<file path="src/rtl/uart_tx_arbiter_if.sv">
// Requester-side bundle of the UART transmit arbiter: level requests with their bytes,
// and the one-cycle grant/ack pulses returned to each source.
interface uart_tx_arbiter_if #(
   parameter int NUM_REQ = 4
);
   logic [NUM_REQ-1:0]   req;
   logic [8*NUM_REQ-1:0] req_data;
   logic [NUM_REQ-1:0]   grant;
   logic [NUM_REQ-1:0]   ack;

   modport master (output req, output req_data, input grant, input ack);
   modport slave  (input req, input req_data, output grant, output ack);
endinterface

</file>
<file path="src/rtl/uart_tx_arbiter.sv">
// Round-robin scheduler sharing one 8N1 UART transmitter among NUM_REQ byte sources.
// Define UART_ARB_TIMEOUT_EN to abort a frame whose transmitter never reports busy.
module uart_tx_arbiter #(
   parameter int NUM_REQ        = 4,
   parameter int GAP_CYCLES     = 16,
   parameter int TIMEOUT_CYCLES = 8
) (
   input  logic             clk,
   input  logic             rst_n,
   uart_tx_arbiter_if.slave req_if,
   output logic [7:0]       tx_data_o,
   output logic             tx_send_o,
   input  logic             tx_busy_i,
   output logic             busy_o,
   output logic             err_o
);
   localparam int PW = $clog2(NUM_REQ);

   localparam logic [2:0] S_IDLE  = 3'd0;
   localparam logic [2:0] S_LOAD  = 3'd1;
   localparam logic [2:0] S_START = 3'd2;
   localparam logic [2:0] S_SEND  = 3'd3;
   localparam logic [2:0] S_DONE  = 3'd4;
   localparam logic [2:0] S_GAP   = 3'd5;

   localparam logic [7:0] GAP_LAST = (GAP_CYCLES > 0) ? 8'(GAP_CYCLES - 1) : 8'd0;
   localparam logic [2:0] S_AFTER  = (GAP_CYCLES == 0) ? S_IDLE : S_GAP;

   if (NUM_REQ < 2 || NUM_REQ > 8) begin : g_bad_num_req
      $error("uart_tx_arbiter: NUM_REQ must be 2..8");
   end
   if (GAP_CYCLES < 0 || GAP_CYCLES > 255) begin : g_bad_gap
      $error("uart_tx_arbiter: GAP_CYCLES must be 0..255");
   end
   if (TIMEOUT_CYCLES < 1 || TIMEOUT_CYCLES > 256) begin : g_bad_timeout
      $error("uart_tx_arbiter: TIMEOUT_CYCLES must be 1..256");
   end

   logic [2:0]         state_q, state_d;
   logic [PW-1:0]      ptr_q, ptr_d;
   logic [NUM_REQ-1:0] grant_q, grant_d;
   logic [NUM_REQ-1:0] ack_q, ack_d;
   logic [7:0]         tx_data_q, tx_data_d;
   logic               tx_send_q, tx_send_d;
   logic               busy_q;
   logic [7:0]         gap_cnt_q, gap_cnt_d;
   logic [PW-1:0]      winner;
   logic               win_found;
   logic [NUM_REQ-1:0] ptr_onehot;
`ifdef UART_ARB_TIMEOUT_EN
   localparam logic [7:0] TO_LAST = 8'(TIMEOUT_CYCLES - 1);
   logic [7:0] to_cnt_q, to_cnt_d;
   logic       err_q, err_d;
`endif

   function automatic logic [PW-1:0] rr_idx(input logic [PW-1:0] base, input int unsigned k);
      int unsigned s;
      s = 32'(base) + k;
      if (s >= NUM_REQ) s = s - NUM_REQ;
      return PW'(s);
   endfunction

   // First requester after the pointer wins, so the last winner drops to lowest priority.
   always_comb begin
      // NOTE: every combinational output gets a default first so no latch is inferred.
      winner    = ptr_q;
      win_found = 1'b0;
      for (int k = 1; k <= NUM_REQ; k++) begin
         if (!win_found && req_if.req[rr_idx(ptr_q, k)]) begin
            win_found = 1'b1;
            winner    = rr_idx(ptr_q, k);
         end
      end
   end

   assign ptr_onehot = NUM_REQ'(1) << ptr_q;

   always_comb begin
      state_d   = state_q;
      ptr_d     = ptr_q;
      grant_d   = '0;
      ack_d     = '0;
      tx_data_d = tx_data_q;
      tx_send_d = tx_send_q;
      gap_cnt_d = gap_cnt_q;
`ifdef UART_ARB_TIMEOUT_EN
      to_cnt_d  = to_cnt_q;
      err_d     = err_q;
`endif
      case (state_q)
         S_IDLE: if (|req_if.req && !tx_busy_i) state_d = S_LOAD;
         S_LOAD: begin
            if (win_found) begin
               tx_data_d       = req_if.req_data[8*winner +: 8];
               grant_d[winner] = 1'b1;
               ptr_d           = winner;
               tx_send_d       = 1'b1;
               state_d         = S_START;
`ifdef UART_ARB_TIMEOUT_EN
               to_cnt_d        = 8'd0;
`endif
            end else begin
               state_d = S_IDLE;
            end
         end
         S_START: begin
            if (tx_busy_i) begin
               tx_send_d = 1'b0;
               state_d   = S_SEND;
            end
`ifdef UART_ARB_TIMEOUT_EN
            else if (to_cnt_q >= TO_LAST) begin
               // Transmitter never started: drop the byte but still release the requester.
               tx_send_d = 1'b0;
               err_d     = 1'b1;
               ack_d     = ptr_onehot;
               gap_cnt_d = 8'd0;
               state_d   = S_AFTER;
            end else begin
               to_cnt_d = to_cnt_q + 8'd1;
            end
`endif
         end
         S_SEND: begin
            if (!tx_busy_i) begin
               ack_d   = ptr_onehot;
               state_d = S_DONE;
            end
         end
         S_DONE: begin
            gap_cnt_d = 8'd0;
            state_d   = S_AFTER;
         end
         S_GAP: begin
            if (gap_cnt_q >= GAP_LAST) state_d = S_IDLE;
            else                       gap_cnt_d = gap_cnt_q + 8'd1;
         end
         default: state_d = S_IDLE;
      endcase
   end

   always_ff @(posedge clk or negedge rst_n) begin
      if (!rst_n) begin
         state_q   <= S_IDLE;
         ptr_q     <= PW'(NUM_REQ - 1);
         grant_q   <= '0;
         ack_q     <= '0;
         tx_data_q <= 8'h00;
         tx_send_q <= 1'b0;
         busy_q    <= 1'b0;
         gap_cnt_q <= 8'd0;
      end else begin
         // NOTE: state registers use non-blocking assignment so every flop samples pre-edge values.
         state_q   <= state_d;
         ptr_q     <= ptr_d;
         grant_q   <= grant_d;
         ack_q     <= ack_d;
         tx_data_q <= tx_data_d;
         tx_send_q <= tx_send_d;
         busy_q    <= (state_d != S_IDLE);
         gap_cnt_q <= gap_cnt_d;
      end
   end

`ifdef UART_ARB_TIMEOUT_EN
   always_ff @(posedge clk or negedge rst_n) begin
      if (!rst_n) begin
         to_cnt_q <= 8'd0;
         err_q    <= 1'b0;
      end else begin
         to_cnt_q <= to_cnt_d;
         err_q    <= err_d;
      end
   end
   assign err_o = err_q;
`else
   assign err_o = 1'b0;
`endif

   assign req_if.grant = grant_q;
   assign req_if.ack   = ack_q;
   assign tx_data_o    = tx_data_q;
   assign tx_send_o    = tx_send_q;
   assign busy_o       = busy_q;
endmodule
</file>
<file path="src/flat_wrapper.sv">
// flat-port wrapper written by rule: the top's interface ports become plain ports
module uart_tx_arbiter_flat 
#(
   parameter int NUM_REQ        = 4,
   parameter int GAP_CYCLES     = 16,
   parameter int TIMEOUT_CYCLES = 8
)
  (clk, rst_n, tx_data_o, tx_send_o, tx_busy_i, busy_o, err_o, req_if_req, req_if_req_data, req_if_grant, req_if_ack);
  uart_tx_arbiter_if #(.NUM_REQ(NUM_REQ)) req_if_i ();
  input  logic clk;
  input  logic rst_n;
  output logic [7:0] tx_data_o;
  output logic tx_send_o;
  input  logic tx_busy_i;
  output logic busy_o;
  output logic err_o;
  input wire logic [$bits(req_if_i.req)-1:0] req_if_req;
  input wire logic [$bits(req_if_i.req_data)-1:0] req_if_req_data;
  output wire logic [$bits(req_if_i.grant)-1:0] req_if_grant;
  output wire logic [$bits(req_if_i.ack)-1:0] req_if_ack;
  assign req_if_i.req = req_if_req;
  assign req_if_i.req_data = req_if_req_data;
  assign req_if_grant = req_if_i.grant;
  assign req_if_ack = req_if_i.ack;
  uart_tx_arbiter #(.NUM_REQ(NUM_REQ), .GAP_CYCLES(GAP_CYCLES), .TIMEOUT_CYCLES(TIMEOUT_CYCLES)) u_core (.clk(clk), .rst_n(rst_n), .req_if(req_if_i), .tx_data_o(tx_data_o), .tx_send_o(tx_send_o), .tx_busy_i(tx_busy_i), .busy_o(busy_o), .err_o(err_o));
endmodule
</file>
<file path="config.mk">
export PLATFORM = sky130hd
export DESIGN_NAME = uart_tx_arbiter_flat
export DESIGN_NICKNAME = d
export VERILOG_FILES = /design/src/rtl/uart_tx_arbiter_if.sv /design/src/rtl/uart_tx_arbiter.sv /design/src/flat_wrapper.sv
export SDC_FILE = /design/constraint.sdc
export NUM_CORES = 1
export LEC_CHECK = 0
export ABC_AREA = 0
export CORE_MARGIN = 1.5
export CORE_UTILIZATION = 49
export CTS_CLUSTER_SIZE = 28
export DETAILED_ROUTE_END_ITERATION = 10
export HOLD_SLACK_MARGIN = 0.15
export PLACE_DENSITY_LB_ADDON = 0.15
export SYNTH_ARGS = -nofsm -noshare
export SYNTH_HDL_FRONTEND = slang
export SYNTH_SLANG_ARGS = --single-unit
</file>
<file path="constraint.sdc">
create_clock -name clk -period 5.5 [get_ports clk]
set_input_delay 1.65 -clock clk [delete_from_list [all_inputs] [get_ports clk]]
set_output_delay 1.65 -clock clk [all_outputs]
set_load 0.005 [all_outputs]
</file>
==> run_results.csv <==
group,metric,value,unit
outcome,outcome,"finished clean",
setup_path,arrival,3.94,ns
global_route,grt_pass1_vias,1312,
sta,fin_tns_setup,0,ns
sta,hold_slack,0.503,ns
cells_and_area,nFillCells,230,
global_route,grt_usage,20.4,%
setup_path,worst_setup_path_end_kind,"register",
setup_path,worstPathRequired,5.70,ns
synth,synthFlopType,"dfrtp_1",
synth,syn-cell-area,1770,µm²
cells_and_area,drive_gt1_share,13.3,%
synth,synth_seq_cells,31,
setup_path,critical_path_class,"in -> reg",
synth,yosysSeqAreaShare,44.1,%
synth,avgSynthCellArea,10.9,µm²
route,ant_nets,0,
cells_and_area,syn2layout_area_growth,36.9,%
worst_hold_path,hp-class,"reg -> reg",
floorplan,core,3390,µm²
route,routed_wl,3.78,mm
sta,drv_slew,0,
sta,fmax,0.267,GHz
floorplan,io-pin-count,58,
pwr,p_comb_share,57.4,%
pwr,power-per-cell-area,538,nW/µm²
cts,clock-sinks,31,
pwr,pwr-share-clk,14.0,%
placement,dpl.hpwl,2.97,mm
floorplan,die-width,63.0,µm
placement,place_congestion,0.844,
sta,finalHoldViolations,0,
placement,dp.cells,256,
cells_and_area,diodes,0,
sta,rsz0062_at_grt,"false",
sta,post-route-min-period,3.74,ns
floorplan,die-area,3970,µm²
placement,io_buffers,56,
cts,cts.clk_slew.worst_paths,0.09,ns
synth,ys_types,41,
cts,worstSkewPairLatency,0.33,ns
cells_and_area,nets,261,
global_route,grt_overflow,0,
cts,cts_max_path_buffers,2,
floorplan,start_util,52.1,%
synth,async_reset_ff_share,100,%
floorplan,rows,21,
synth,synth_top_cell_by_area,"dfrtp_1",
setup_path,startpoint_type,"primary input",
global_route,grt_max_degree,32,
global_route,antenna_found_initial,0,
sta,timing.final.crit_share,68.1,%
pwr,seq_power_share,28.6,%
run,cap_violations,0,
cells_and_area,layout.cells.non_filler,264,
cts,root_buffer,"clkbuf_4",
pwr,p_sw,0.000505,W
route,vias,1395,
pwr,vdd_drop_max,324,µV
cts,cts_resized,0,
synth,synthTopCellsByArea,"dfrtp_1 41%, mux2i_1 12%, o221ai_2 6.8%",
sta,fin_worst_skew,0.00785,ns
sta,setup_viol,0,
floorplan,die_y,63.0,µm
synth,synth_edf_count,0,
synth,yosys_warnings,0,
cts,cts_tree,"done",
route,via_per_inst,5.28,
synth,netlist_top_cells_count,"29 x dfrtp_1, 21 x mux2i_1, 17 x nand2_1",
cts,cts_hold_buf,0,
cts,numCtsBuffers,5,
pwr,switching_share,38.8,%
pwr,p_leak,1.10,nW
route,dr.pass1.iters,4,
synth,synth_nets,206,
cells_and_area,seqCellArea,778,µm²
pwr,internal_power,0.000797,W
route,drc,0,
setup_path,cp_max_fo,20,
cts,cts_setup_buffers,0,
synth,syn_inst,162,
route,initialDrtViolationCount,56,
cts,cts-htree-levels,2,
sta,final.setup.worst_slack,1.76,ns
placement,place_ws,1.42,ns
route,wire_per_inst,14.3,µm
synth,yosys.area.top_type_share,41.1,%
global_route,grt_pass1_wl,6.26,mm
pwr,total_power,0.00130,W
cells_and_area,multi_input_area,898,µm²
synth,synth_most_common_cell,"dfrtp_1",
path summary, 6_finish.rpt:
kind	from	end	slack, ns	cells after the start
worst min-delay path	u_core.tx_data_o[0]	u_core.tx_data_o[0]	0.50	2
worst min register to register	u_core.tx_data_o[0]	u_core.tx_data_o[0]	0.50	2
max in group asynchronous	rst_n	u_core.ptr_q[1]	3.47	2
worst max-delay path	req_if_req[2]	u_core.tx_data_o[1]	1.76	7
min in group asynchronous	rst_n	u_core.gap_cnt_q[1]	1.71	2
worst max register to register	u_core.ptr_q[0]	u_core.tx_data_o[1]	2.36	9
worst max-delay path: stages:
cell and delay, ns:
clkdlybuf4s50_1 0.55, mux4_2 0.57, o21ba_2 0.30, xnor2_2 0.11, buf_4 0.30, mux2i_1 0.32
o221ai_2 0.14
power by group through the flow:
| stage | sequential [W] | combinational, W | clock (W) |
|---|---|---|---|
| 6_report | 0.000372 | 0.000747 | 0.000182 |
| 2_1_floorplan | 0.000359 | 0.000545 | 0 |
| 4_1_cts | 0.000372 | 0.000756 | 0.000187 |
| 3_3_place_gp | 0.000374 | 0.000728 | 0 |
| 3_5_place_dp | 0.000377 | 0.000754 | 0 |
| 5_1_grt | 0.000384 | 0.000821 | 0.000197 |
flip-flops by register name, summed over array words and instances, names as in the netlist:
signal,cells
u_core.gap_cnt_q,8
u_core.tx_data_o,8
u_core.req_if.ack,4
u_core.req_if.grant,4
u_core.state_q,3
u_core.ptr_q,2
u_core.busy_o,1
u_core.tx_send_o,1
routing by layer:
| metal | routed length, µm | vias to the layer above | GRT usage, % |
|---|---|---|---|
| met5 | 0 | - | 0 |
| met4 | 49 | 0 | 7.50 |
| met3 | 166 | 4 | 5.59 |
| met2 | 1810 | 35 | 31.3 |
| met1 | 1750 | 672 | 27.5 |
| li1 | - | 684 | - |
metrics by stage:
step	utilization, %	instance area [µm²]
4_1_cts	71.4	2420
5_1_grt	71.4	2420
6_report	71.4	2420
3_3_place_gp	68.8	2330
3_5_place_dp	68.8	2330
2_1_floorplan	-	1770
cell families (layout without fill, tap and decap cells):
group	after synthesis	count (layout)	synth area share (%)
AO/OA/AOI/OAI	20	20	11.7
multiplexers	25	25	15.1
adder cells (fa/ha/maj)	5	5	3.54
AND/OR/NAND/NOR	60	60	17.9
buffers and inverters	16	72	5.52
flip-flops	31	31	44.1
XOR/XNOR	4	4	1.98
other	1	1	0.212
placed cells by master, fill, tap and decap left out, drive strengths merged, types with 3 or more instances in the layout:
cell type      netlist  layout
mux2i               21      21
nor3                 3       3
ha                   5       5
clkdlybuf4s50        0      56
o21ai                3       3
clkbuf               2       6
mux2                 3       3
a21oi                3       3
nor2                10      10
inv                  6       6
dfrtp               29      29
nor2b                7       7
nand2               17      17
o221ai               8       8
and2                 5       5
layout make-up:
class	instances	area share, %
Multi-Input combinational cell	115	37.1
Sequential cell	31	32.2
Timing Repair Buffer	58	23.8
Tap cell	46	2.38
Clock buffer	6	2.12
Clock inverter	2	1.45
Inverter	6	0.931
Power figures use the tool's default switching activity.
